[src/rtl/bcd_down_timer_pkg.sv]
// Shared types and constants for the two-digit BCD countdown timer.
// Digit width, BCD limit, FSM state encoding and preset clamping.
package bcd_down_timer_pkg;

    localparam int DIGIT_W = 4;
    localparam logic [DIGIT_W-1:0] BCD_MAX = 4'd9;

    typedef enum logic [1:0] {
        IDLE    = 2'd0,
        RUN     = 2'd1,
        PAUSE   = 2'd2,
        EXPIRED = 2'd3
    } state_e;

    function automatic logic [DIGIT_W-1:0] clamp_digit(input logic [DIGIT_W-1:0] d);
        return (d > BCD_MAX) ? BCD_MAX : d;
    endfunction

endpackage

[src/rtl/bcd_down_timer_digit_dec.sv]
// One BCD digit of a borrow-chained decrementer (combinational).
// A borrow out of a zero digit wraps that digit to 9.
module bcd_digit_dec
    import bcd_down_timer_pkg::*;
(
    input  logic [DIGIT_W-1:0] digit,
    input  logic               borrow_in,
    output logic [DIGIT_W-1:0] digit_next,
    output logic               borrow_out
);

    always_comb begin
        digit_next = digit;
        borrow_out = 1'b0;
        if (borrow_in) begin
            if (digit == '0) begin
                digit_next = BCD_MAX;
                borrow_out = 1'b1;
            end else begin
                digit_next = digit - DIGIT_W'(1);
            end
        end
    end

endmodule

[src/rtl/bcd_down_timer.sv]
// Two-digit BCD countdown timer with preset load, start/pause control,
// TICK_DIV prescaler and a one-cycle done pulse when the count reaches 00.
module bcd_down_timer
    import bcd_down_timer_pkg::*;
#(
    parameter int TICK_DIV = 1
) (
    input  logic               CLK,
    input  logic               RST,
    input  logic               load,
    input  logic [DIGIT_W-1:0] load_0,
    input  logic [DIGIT_W-1:0] load_1,
    input  logic               start,
    input  logic               pause,
    output logic [DIGIT_W-1:0] bcd_0,
    output logic [DIGIT_W-1:0] bcd_1,
    output logic               busy,
    output logic               done
);

    localparam int PRE_W = (TICK_DIV > 1) ? $clog2(TICK_DIV) : 1;
    localparam logic [PRE_W-1:0] PRE_LAST = PRE_W'(TICK_DIV - 1);

    state_e             state_q, state_d;
    logic [PRE_W-1:0]   pre_q, pre_d;
    logic [DIGIT_W-1:0] ones_q, ones_d, tens_q, tens_d;
    logic               busy_q, busy_d;
    logic               done_q, done_d;

    logic [DIGIT_W-1:0] ones_dec, tens_dec;
    logic               ones_borrow, underflow;
    logic               count_zero, dec_zero;

    bcd_digit_dec u_dec_ones (
        .digit      (ones_q),
        .borrow_in  (1'b1),
        .digit_next (ones_dec),
        .borrow_out (ones_borrow)
    );

    bcd_digit_dec u_dec_tens (
        .digit      (tens_q),
        .borrow_in  (ones_borrow),
        .digit_next (tens_dec),
        .borrow_out (underflow)
    );

    assign count_zero = (ones_q == '0) && (tens_q == '0);
    assign dec_zero   = (ones_dec == '0) && (tens_dec == '0);

    always_comb begin
        state_d = state_q;
        pre_d   = pre_q;
        ones_d  = ones_q;
        tens_d  = tens_q;
        done_d  = 1'b0;

        if (load) begin
            state_d = IDLE;
            pre_d   = '0;
            ones_d  = clamp_digit(load_0);
            tens_d  = clamp_digit(load_1);
        end else begin
            unique case (state_q)
                IDLE: begin
                    if (start && !count_zero) begin
                        state_d = RUN;
                        pre_d   = '0;
                    end
                end
                RUN: begin
                    if (pause) begin
                        state_d = PAUSE;
                    end else if (pre_q == PRE_LAST) begin
                        pre_d = '0;
                        // A borrow out of the tens digit would mean going below 00.
                        if (!underflow) begin
                            ones_d = ones_dec;
                            tens_d = tens_dec;
                            if (dec_zero) begin
                                state_d = EXPIRED;
                                done_d  = 1'b1;
                            end
                        end
                    end else begin
                        pre_d = pre_q + PRE_W'(1);
                    end
                end
                PAUSE: begin
                    if (start) begin
                        state_d = RUN;
                    end
                end
                EXPIRED: begin
                    state_d = EXPIRED;
                end
                default: begin
                    state_d = IDLE;
                end
            endcase
        end

        busy_d = (state_d == RUN) || (state_d == PAUSE);
    end

    always_ff @(posedge CLK or posedge RST) begin
        if (RST) begin
            state_q <= IDLE;
            pre_q   <= '0;
            ones_q  <= '0;
            tens_q  <= '0;
            busy_q  <= 1'b0;
            done_q  <= 1'b0;
        end else begin
            state_q <= state_d;
            pre_q   <= pre_d;
            ones_q  <= ones_d;
            tens_q  <= tens_d;
            busy_q  <= busy_d;
            done_q  <= done_d;
        end
    end

    assign bcd_0 = ones_q;
    assign bcd_1 = tens_q;
    assign busy  = busy_q;
    assign done  = done_q;

endmodule

[config.mk]
export PLATFORM = sky130hd
export DESIGN_NAME = bcd_down_timer
export DESIGN_NICKNAME = d
export VERILOG_FILES = /design/src/rtl/bcd_down_timer_pkg.sv /design/src/rtl/bcd_down_timer_digit_dec.sv /design/src/rtl/bcd_down_timer.sv
export SDC_FILE = /design/constraint.sdc
export NUM_CORES = 1
export LEC_CHECK = 0
export CAP_MARGIN = 10
export CORE_MARGIN = 8
export CORE_UTILIZATION = 47
export DETAILED_ROUTE_END_ITERATION = 10
export HOLD_SLACK_MARGIN = 0.12
export PLACE_DENSITY = 0.92
export SLEW_MARGIN = 30
export SYNTH_ARGS = -nofsm -noshare
export SYNTH_HDL_FRONTEND = slang
export SYNTH_SLANG_ARGS = --single-unit
[constraint.sdc]
create_clock -name CLK -period 4.1 [get_ports CLK]
set_clock_uncertainty 0.2 [all_clocks]
set_input_delay 1.025 -clock CLK [delete_from_list [all_inputs] [get_ports CLK]]
set_output_delay 1.025 -clock CLK [all_outputs]
set_load 0.03 [all_outputs]
Word-level counts from Yosys, hierarchy flattened:

Cells that the tools add are included.
Widths: inputs -> output; s select.

* add/sub/neg operators: 3
* magnitude comparators: 2
* equality and inequality tests: 10
* multiplexer cells: 37
* reduce and logical (&&, ||, !) cells: 14

Operators by type and width (count)
* $mux 4: 15
* $logic_not 4->1: 4
* $mux 2: 7
* $mux 1: 13
* $gt 4x4->1 const B: 2
* $pmux 2 s4: 1
* $sub 4x1->4 const B: 2
* $eq 2x2->1 const B: 3
* $ne 2x2->1 const B: 3
* $ne 3x3->1 const B: 2
* $eq 2x1->1 const B: 2
* $reduce_and 4->1: 1
* $logic_and 1x1->1: 3
* $reduce_and 3->1: 1
* $reduce_bool 3->1: 1
* $logic_not 2->1: 1
* $pmux 1 s2: 1
* $reduce_bool 2->1: 1
* $add 1x1->1 const B: 1
* $logic_not 1->1: 1
* $logic_or 1x1->1: 1

* flip-flop bits (word level): 13
* bits of input ports: 13
* output and inout port bits: 10
* word-level logic and storage cells: 72

Longest topological paths before layout:

* depth in word-level cells: 13
* mapped depth: 5
* depth with buffers taken out: 4

Cells and area by module:

Synthesis repeated with hierarchy kept, for this count alone.

* cells, all modules: 84
* area total of the unflattened synthesis: 794.5 um^2

By module, submodules not included
* bcd_down_timer: times used 1, cells an instance 62, area each 636.9 um^2, seq. area each 300.3 um^2
* bcd_digit_dec: times used 2, cells an instance 11, area each 78.8 um^2, seq. area each 0.0 um^2

Worst setup path after synthesis:

OpenSTA, ideal clock, no wires.

* kind: input port to flip-flop
* start: in pause
* end: reg ones_q[3], in the netlist bcd_0[3]
* arrival time: 2.274 ns
* setup slack: 1.502 ns
* cell stages on the path: 5
* buffers on the path: 1
* path through: or3b_1 > buf_6 > or3_4 > o21a_1 > o31a_1

* longest elaborated chain between the ends: 2

Ends and longest elaborated chain
* start, declared: line bcd_down_timer.sv:14 `input logic pause,`
* $ne 2x2->1 (no source line)
* $reduce_and 4->1 (no source line)
* end signal, assigned: line bcd_down_timer.sv:117 `ones_q <= ones_d;`
* end, declared: line bcd_down_timer.sv:26 `logic [DIGIT_W-1:0] ones_q, ones_d, tens_q, tens_d;`

Every way passes these cells.
A chain may end at the register's enable or synchronous reset.

Worst setup path in the final report:

* start: in pause
* end: reg tens_q[2], in the netlist bcd_1[2]

* longest elaborated chain between the ends: 2

Ends and longest elaborated chain
* $ne 2x2->1 (no source line)
* $reduce_and 4->1 (no source line)
* end signal, assigned: line bcd_down_timer.sv:118 `tens_q <= tens_d;`
* end, declared: line bcd_down_timer.sv:26

Every way passes these cells.

==> run_results.csv <==
group,metric,value,unit
setup_path,crit_buf_inv,1,
yosys,syn_nets,87,
clocking,htree_levels,1,
place,hpwl,1.18,mm
clocking,clkSlewWorstSetupHoldPaths,0.08,ns
global_routing,grt_pass1_wl,2.70,mm
timing,worst_slack,1.25,ns
power_and_ir_drop,ir_worst_vdd,0.000268,V
floorplanning,die_x,54.1,microns
floorplanning,ios,23,
yosys,synth_edf_count,0,
setup_path,critPathMaxFanout,10,
floorplanning,die_h,54.1,microns
global_routing,track_usage,0.125,
clocking,hold_buffers,0,
yosys,yosys_warnings,0,
cells_and_area,drive_gt1_frac,0.0619,
routing,first_pass_iters,4,
power_and_ir_drop,p_per_area,345,mW/mm^2
timing,maxSlewViolCount,0,
floorplanning,num_rows,13,
cells_and_area,diodes,0,
power_and_ir_drop,leakage,0.377,nW
global_routing,antenna_found_initial,0,
routing,vias_per_cell,5.54,
yosys,avgSynthCellArea,9.21,sq um
yosys,yosysUniqueCellTypes,29,
worst_hold_path,hp-class,"reg -> reg",
routing,postRouteAntennaNets,0,
yosys,ys.flop_type,"dfrtp_1",
clocking,insertion_delay,0.28,ns
timing,hold_viol,0,
floorplanning,core-area,0.00133,sq mm
place,dpl_worst_slack,0.983,ns
yosys,synth-adder-area-share,0,
power_and_ir_drop,p_comb_frac,0.262,
clocking,ctsRootBufferMaster,"clkbuf_4",
yosys,synth_top_family_by_area,"simple AND/OR/NAND/NOR gates",
clocking,cts_tree,"yes",
cells_and_area,final_nets,111,
clocking,cts_resized,0,
yosys,synth_compound_area_frac,0.194,
place,io_buffers,22,
setup_path,crit_path_top_delay_cell,"or4_1",
power_and_ir_drop,clkPwrFrac,0.293,
setup_path,cp_cell_sequence,"clkdlybuf4s50_1, or3b_1, or4_1, a211oi_1, a21oi_1",
yosys,syn-cell-area,682,sq um
place,gp_congestion,0.866,
setup_path,critPathRequiredTime,4.03,ns
cells_and_area,synthToLayoutAreaGrowth,37.6,%
setup_path,crit_path_start_kind,"input pin",
routing,initialDrtViolationCount,16,
setup_path,worst_setup_path_end_kind,"flop",
setup_path,path_class,"in -> reg",
job,cap_violations,0,
yosys,synth-seq-cells,12,
routing,wl_per_cell,14.7,microns
power_and_ir_drop,intPower,0.224,mW
setup_path,crit_arrival,2.78,ns
global_routing,globalRoute.totalOverflow,0,
clocking,clock_path_buffers,2,
timing,min_period_over_period,0.695,
clocking,post_cts_buffers,0,
cells_and_area,final_util,0.704,
timing,fmax,0.351,GHz
cells_and_area,ff_latch_area,300,sq um
floorplanning,dieArea,0.00293,sq mm
yosys,synth_simple_gate_area_frac,0.248,
global_routing,grt_pass1_vias,585,
global_routing,grt_max_degree,19,
timing,setup_viol,0,
timing,worst_pin_slew,0.799,ns
cells_and_area,multi_input_area,340,sq um
cells_and_area,num-fill-cells,97,
timing,grt_setup_unrepaired,"false",
yosys,async_flop_share,1.00,
floorplanning,initial_core_util,0.511,
yosys,muxShareOfSynthArea,0.0440,
clocking,cts_buffers,3,
yosys,synth.yosys.seq_area_share,0.440,
timing,finalSetupTns,0,ns
setup_path,critical-path-top-delay-family,"simple AND/OR/NAND/NOR gates",
power_and_ir_drop,power.net_switching,0.0997,mW
setup_path,slowest_delay,0.50,ns
routing,drc,0,
power_and_ir_drop,seqPwrFrac,0.445,
run_status,status,"complete, no violations",
timing,max_slew_margin,0.462,
routing,wirelength,1.64,mm
timing,min_period,2.85,ns
power_and_ir_drop,p_sw_frac,0.308,
yosys,syn_inst,74,
clocking,cts_sinks,12,
routing,vias,621,
yosys,synthXorXnorAreaFrac,0.0128,
[flip-flops by register name, indices dropped and copies added, names as in the netlist]
name / cells
busy: 1
done: 1
bcd_0: 4
bcd_1: 4
state_q: 2
[tightest hold or removal path, stage by stage, from the launching register on]
cell	delay, ns
dfrtp_1	0.42
nor4b_1	0.09
nand2_1	0.06
nor3_1	0.04
[synth_stat cells, drive strengths merged, types with 3 or more instances]
cell type / number / area (sq um)
inv: 6 / 22.5
nor2: 4 / 15.0
dfrtp: 12 / 300
or3: 3 / 23.8
o21ai: 6 / 30.0
nand2: 4 / 15.0
a21oi: 5 / 25.0
mux2i: 3 / 30.0
nor4: 4 / 25.0
nand2b: 3 / 18.8
nor3: 3 / 15.0
[metrics by stage]
stage	hold slack [ns]	power (mW)	area, sq um	instances
CTS	0.427	0.326	938	112
finish	0.427	0.324	938	112
global route	0.498	0.342	938	112
detailed placement	0.420	0.231	902	108
floorplan	0.408	0.193	682	74
global placement	0.411	0.229	902	108
[final cells by class]
cell class | count | area share
clock buffer | 4 | 0.0387
inverter | 6 | 0.0240
multi-input combinational | 53 | 0.363
sequential | 12 | 0.320
tap | 15 | 0.0200
timing repair buffer | 22 | 0.235
[routing by layer]
layer / vias to the layer above / global-route usage / wire [microns]
li1: 316 / - / -
met1: 277 / 0.149 / 717
met2: 24 / 0.185 / 735
met3: 4 / 0.0496 / 160
met4: 0 / 0.0738 / 27
met5: - / 0 / 0
[power groups by stage]
stage / sequential (mW) / clock [mW] / combinational [mW]
after floorplan: 0.162 / 0 / 0.0313
after detailed placement: 0.146 / 0 / 0.0850
final: 0.144 / 0.0950 / 0.0848
after CTS: 0.144 / 0.0966 / 0.0857
after global placement: 0.146 / 0 / 0.0837
after global routing: 0.147 / 0.104 / 0.0917
[path summary, 6_finish.rpt]
kind / to / slack (ns) / depth (start not counted) / start
setup reg to reg: busy / 1.85 / 4 / bcd_1[0]
min in group asynchronous: done / 0.86 / 2 / RST
hold / removal: done / 0.43 / 3 / bcd_1[2]
max in group asynchronous: bcd_1[3] / 2.51 / 2 / RST
hold reg to reg: done / 0.43 / 3 / bcd_1[2]
setup / recovery: bcd_1[2] / 1.25 / 5 / pause
[cells in the final DEF (no fill, tap or decap), drive strengths merged]
cell / instances
or4: 2
a211oi: 2
a32oi: 2
o31a: 1
nand2b: 3
nor2: 4
nand2: 4
clkbuf: 4
or2: 1
clkdlybuf4s50: 22
nand3b: 1
nor4: 4
o21ai: 6
nor4b: 1
xor2: 1
inv: 6
nor3: 3
mux2i: 3
a21oi: 5
o22ai: 2
or3: 3
or3b: 1
nor2b: 1
dfrtp: 12
a211o: 1
o21a: 2
[logic make-up after synthesis]
logic type / after synthesis
AO/OA/AOI/OAI: 21
XOR/XNOR: 1
buffers and inverters: 9
flip-flops: 12
multiplexers: 3
AND/OR/NAND/NOR: 28
No activity file was read; power rests on OpenSTA's default activity.
